==> src/rtl/regfile_pkg.sv <==
// Shared constants and read-source selection for the architectural register file.
package regfile_pkg;

  localparam int REG_DATA_W = 32;
  localparam int REG_ADDR_W = 5;
  localparam int REG_NUM    = 32;

  typedef enum logic [1:0] {
    SRC_ZERO   = 2'd0,
    SRC_BYPASS = 2'd1,
    SRC_MEM    = 2'd2
  } rd_src_e;

  // Read-port priority: reset, disabled port and $0 all read zero;
  // a same-cycle write to the addressed entry beats storage.
  function automatic rd_src_e rd_src_sel(input logic rst, input logic re,
                                         input logic addr_zero, input logic wr_hit);
    rd_src_e src;
    if (rst || !re || addr_zero) src = SRC_ZERO;
    else if (wr_hit)             src = SRC_BYPASS;
    else                         src = SRC_MEM;
    return src;
  endfunction

endpackage

==> src/rtl/regfile_scoreboard.sv <==
// Outstanding-write scoreboard for the register file; only present when
// REGFILE_SCOREBOARD_EN is defined.
`ifdef REGFILE_SCOREBOARD_EN
module regfile_scoreboard
  import regfile_pkg::*;
#(
  parameter int ADDR_W   = REG_ADDR_W,
  parameter int NUM_REGS = REG_NUM
) (
  input  logic              clk,
  input  logic              rst,
  input  logic              issue_en,
  input  logic [ADDR_W-1:0] issue_addr,
  input  logic              we,
  input  logic [ADDR_W-1:0] waddr,
  input  logic              re1,
  input  logic [ADDR_W-1:0] raddr1,
  input  logic              re2,
  input  logic [ADDR_W-1:0] raddr2,
  output logic              busy1,
  output logic              busy2
);

  logic [NUM_REGS-1:0] r_busy;
  logic [NUM_REGS-1:0] w_busy_nxt;

  // Set is applied after clear so a newly issued producer wins over the retiring one.
  always_comb begin
    w_busy_nxt = r_busy;
    if (we && (waddr != '0))           w_busy_nxt[waddr]      = 1'b0;
    if (issue_en && (issue_addr != '0)) w_busy_nxt[issue_addr] = 1'b1;
  end

  always_ff @(posedge clk or posedge rst) begin
    if (rst) r_busy <= '0;
    else     r_busy <= w_busy_nxt;
  end

  // A write-back landing this cycle is forwarded by the bypass, so it is no hazard.
  assign busy1 = re1 && (raddr1 != '0) && r_busy[raddr1] && !(we && (waddr == raddr1));
  assign busy2 = re2 && (raddr2 != '0) && r_busy[raddr2] && !(we && (waddr == raddr2));

endmodule
`endif

==> src/rtl/regfile.sv <==
// 32 x 32-bit register file: synchronous write, combinational read with write-through
// bypass. Define REGFILE_SCOREBOARD_EN to add the busy scoreboard ports.
module regfile
  import regfile_pkg::*;
#(
  parameter int DATA_W   = REG_DATA_W,
  parameter int ADDR_W   = REG_ADDR_W,
  parameter int NUM_REGS = REG_NUM
) (
  input  logic              clk,
  input  logic              rst,
  input  logic              we,
  input  logic [ADDR_W-1:0] waddr,
  input  logic [DATA_W-1:0] wdata,
  input  logic              re1,
  input  logic [ADDR_W-1:0] raddr1,
  output logic [DATA_W-1:0] rdata1,
  input  logic              re2,
  input  logic [ADDR_W-1:0] raddr2,
`ifdef REGFILE_SCOREBOARD_EN
  input  logic              issue_en,
  input  logic [ADDR_W-1:0] issue_addr,
  output logic              busy1,
  output logic              busy2,
`endif
  output logic [DATA_W-1:0] rdata2
);

  logic [DATA_W-1:0] r_mem [NUM_REGS];
  logic              w_wr_ok;
  rd_src_e           w_src1;
  rd_src_e           w_src2;

  function automatic logic [DATA_W-1:0] rd_mux(input rd_src_e src,
                                               input logic [DATA_W-1:0] byp,
                                               input logic [DATA_W-1:0] mem);
    logic [DATA_W-1:0] res;
    case (src)
      SRC_BYPASS: res = byp;
      SRC_MEM:    res = mem;
      default:    res = '0;
    endcase
    return res;
  endfunction

  assign w_wr_ok = we && (waddr != '0);

  // Entry 0 is never written, so it stays at its reset value of zero.
  always_ff @(posedge clk or posedge rst) begin
    if (rst) begin
      for (int i = 0; i < NUM_REGS; i++) r_mem[i] <= '0;
    end else if (w_wr_ok) begin
      r_mem[waddr] <= wdata;
    end
  end

  assign w_src1 = rd_src_sel(rst, re1, raddr1 == '0, we && (waddr == raddr1));
  assign w_src2 = rd_src_sel(rst, re2, raddr2 == '0, we && (waddr == raddr2));

  assign rdata1 = rd_mux(w_src1, wdata, r_mem[raddr1]);
  assign rdata2 = rd_mux(w_src2, wdata, r_mem[raddr2]);

`ifdef REGFILE_SCOREBOARD_EN
  regfile_scoreboard #(
    .ADDR_W   (ADDR_W),
    .NUM_REGS (NUM_REGS)
  ) u_scoreboard (
    .clk        (clk),
    .rst        (rst),
    .issue_en   (issue_en),
    .issue_addr (issue_addr),
    .we         (we),
    .waddr      (waddr),
    .re1        (re1),
    .raddr1     (raddr1),
    .re2        (re2),
    .raddr2     (raddr2),
    .busy1      (busy1),
    .busy2      (busy2)
  );
`endif

endmodule

==> config.mk <==
export PLATFORM = sky130hd
export DESIGN_NAME = regfile
export DESIGN_NICKNAME = d
export VERILOG_FILES = /design/src/rtl/regfile_pkg.sv /design/src/rtl/regfile_scoreboard.sv /design/src/rtl/regfile.sv
export SDC_FILE = /design/constraint.sdc
export NUM_CORES = 2
export LEC_CHECK = 0
export CAP_MARGIN = 10
export CORE_MARGIN = 5
export CORE_UTILIZATION = 56
export CTS_BUF_LIST = sky130_fd_sc_hd__clkbuf_16
export CTS_CLUSTER_SIZE = 40
export DETAILED_ROUTE_END_ITERATION = 12
export PLACE_DENSITY = 0.78
export SYNTH_ARGS = -nofsm -noshare
export SYNTH_HDL_FRONTEND = slang
export SYNTH_HIERARCHICAL = 1
export SYNTH_SLANG_ARGS = --single-unit
==> constraint.sdc <==
create_clock -name clk -period 47.6 [get_ports clk]
set_input_delay 9.52 -clock clk [delete_from_list [all_inputs] [get_ports clk]]
set_output_delay 9.52 -clock clk [all_outputs]
set_load 0.1 [all_outputs]
==> key figures <==
Routing
  – Via density: roughly 7.4
  – Drt first pass iters: 6
  – DRT iter0 DRCs: 4740
  – DRC: 0
  – Vias: around 36000
  – ANT nets after route: 0
  – Routed len/inst: about 35 um
  – Detailed Route WL: 172 mm

Final layout
  – Largest registers: r_mem: 1024 flops
  – Non-filler cells, final: between 4000 and 5000
  – Max reg flops: 1024
  – Largest register by flop count: r_mem
  – Layout cells sized above 1: about half
  – Most frequent cells in the layout: dfrtp_1 (1024), mux2_2 (990), mux4_2 (500)
  – P&R area growth vs syn: 9.39%
  – Fillers: approximately 7000
  – Final Core Density: 61.8%
  – Most common cell after layout, fill and taps aside: dfrtp_1
  – NumNets Final: about 3600

Power and ir drop
  – Cell Pwr Density: roughly 42 nW/um^2
  – P_leak: about 25 nW
  – Max VDD drop: 0.0289 mV

Floorplanning
  – Die area: 104000 um^2
  – Num rows: roughly 110
  – Die width: about 320 um
  – Starting density of the core: 56.5%
  – Die Ht: about 320 um
  – Core area: a little under 100000 um^2
  – IO Pins: ~120

Synthesis
  – Sequential area share after synthesis: 46.9%
  – Post-Syn Area: about 55000 um^2
  – Avg Cell Area, Syn: approximately 15 um^2
  – Post-synth top area cell: dfrtp_1
  – Mapped Nets: around 3700
  – Post-synth EDFFs: 0
  – Top FF cell, synth: dfrtp_1
  – Yosys reg bits: 1024
  – Unique masters post-synth: 51
  – Yosys warnings: 6
  – Synth top area share: between 40 and 50%
  – Share of flip-flops with an asynchronous set or reset: 100%
  – Syn Inst Count: approximately 3600
  – Ranking of synthesized cells by area: dfrtp_1 (47%), mux4_2 (21%), mux2_2 (20%), clkbuf_1 (1.6%), mux2i_1 (1.2%)

Setup path
  – Cells on worst reg2reg path: 1
  – Reg2reg end: r_mem[686]
  – Critical path endpoint category: primary output
  – Worst reg2reg setup slack: roughly 47 ns
  – R2r startpoint: r_mem[686]
  – Critical path data required time: about 38 ns
  – Crit-path max FO: 68
  – Critical path startpoint category: primary input
  – Data arrival time of the worst path: ~14 ns
  – Critical path class: in -> out

STA
  – Worst Clk Skew: 0 ns
  – Max Freq: roughly 42 MHz
  – Final worst slack: between 20 and 25 ns
  – Setup TNS: 0 ns
  – Final worst-path cycle share: 50.2%
  – Final hold violation count: 0
  – RSZ-0062 raised after global routing: no
  – Max Slew Vio Count: 0
  – Hold_ws: 0.397 ns
  – Worst slew margin: between 10 and 15%
  – Final Critical Period: about 24 ns
  – Slew of the pin with the lowest slew margin: ~1.3 ns
  – Final setup violation count: 0

Placed design
  – Gp weighted congestion: 0.872
  – Post-detail-place hpwl: around 100 mm
  – Dpl cells: between 4000 and 5000
  – Count of input and output buffers: around 120
  – Dpl ws: about 24 ns

Clocking
  – Setup bufs post-CTS: 0
  – Clk sinks: 1024
  – CTS tree: done
  – Root buffer cell: clkbuf_16
  – CTS buffer count: 106
  – CTS Buffer Depth: 3
  – Clock Pin Slew Worst Setup and Hold Paths: roughly 0.06 ns
  – Post-CTS sizing: 0
  – Count of hold-fix buffers inserted at cts: 0
  – H-tree depth: 3
  – Clock latency on the worst-skew pair: ~0.69 ns

Min path
  – WHS Endpoint: r_mem[1000]
  – Hold path depth: 0
  – Hold_sp: r_mem[1000]
  – Worst min-delay path class: reg -> reg

Global routing
  – First-pass GRT wire length: 256 mm
  – Largest net degree at the start of global routing: 102
  – GRT Overall Usage: roughly a third
  – Initial antenna violation count: 14
  – Remaining global-route overflow: 0
  – Vias in the first global route: 36964

Outcome
  – Status: completed

Job
  – Max Cap Violations: 0
## synthesized netlist by cell type (11+ instances only)
| cell | instances |
|---|---|
| nor2_1 | 33 |
| buf_4 | 39 |
| nand3_1 | 11 |
| dfrtp_1 | 1024 |
| nor2b_1 | 50 |
| a22o_1 | 22 |
| mux2_2 | 990 |
| buf_2 | 101 |
| a311oi_1 | 33 |
| mux4_2 | 500 |
| a211oi_1 | 50 |
| clkbuf_1 | 226 |
| nand2_1 | 145 |
| o41ai_1 | 32 |
| a22oi_1 | 75 |
| a21oi_1 | 16 |
| mux2i_1 | 64 |
| buf_1 | 51 |
| o22ai_1 | 59 |
## stage by stage
| stage | instance area, um^2 | total power (W) |
|---|---|---|
| global placement | 56500 | 0.00166 |
| CTS | 59700 | 0.00248 |
| detailed placement | 56500 | 0.00169 |
| floorplan | 54600 | 0.00155 |
| finish | 59700 | 0.00248 |
| global route | 59700 | 0.00257 |
## report_power, final
part | total [W] | leakage (nW) | switching (W) | internal (W)
clock network | 0.000794 | 1.70 | 0.000357 | 0.000437
registers | 0.00116 | 13.1 | 0.000125 | 0.00104
logic | 0.000527 | 10.6 | 0.000224 | 0.000303
## how the worst max path moves through the flow
stage                     cells past startpoint  startpoint          to
after detailed placement                      9   raddr2[1]   rdata2[3]
after global routing                          9   raddr2[2]  rdata2[31]
after global placement                        9   raddr2[1]   rdata2[3]
final                                         9   raddr2[2]   rdata2[0]
after floorplan                               6         rst   rdata2[0]
after CTS                                     9   raddr2[1]   rdata2[3]
## cell families (layout without fill, tap and decap cells)
family	Yosys count	after routing	share of synthesized area [%]
xor gates and xnor gates	10	10	0.160
DFF	1024	1024	46.9
muxes	1562	1562	42.4
other	0	10	0
buffers and inverters	430	419	3.61
and+or+nand+nor	285	285	2.45
AOI/OAI and AO/OA	327	327	4.47
## critical path: stages
cell	delay (ns)
clkbuf_8	0.53
buf_4	0.81
nor2b_4	0.33
buf_4	0.60
nand2_1	0.10
nand2_1	0.10
a311oi_1	0.05
o41ai_1	0.95
clkdlybuf4s50_1	1.31
## metal layers
metal	up-vias	track usage (%)	part of all wire (%)
li1	13945	-	-
met1	19215	45.4	37
met2	2500	48.2	44
met3	567	11.3	13
met4	10	17.2	6.0
met5	-	0	0.037
## layout make-up
cell class	count	area [um^2]	area share, %
inverters	2	15.0	0.0251
multi-input cells	2184	27200	45.6
clock buffers	107	2680	4.48
flip-flops and latches	1024	25600	42.9
diodes	10	25.0	0.0419
clock inverters	81	536	0.897
repair buffers	229	2040	3.41
well taps	1276	1600	2.67
No activity file was read; power rests on OpenSTA's default activity.
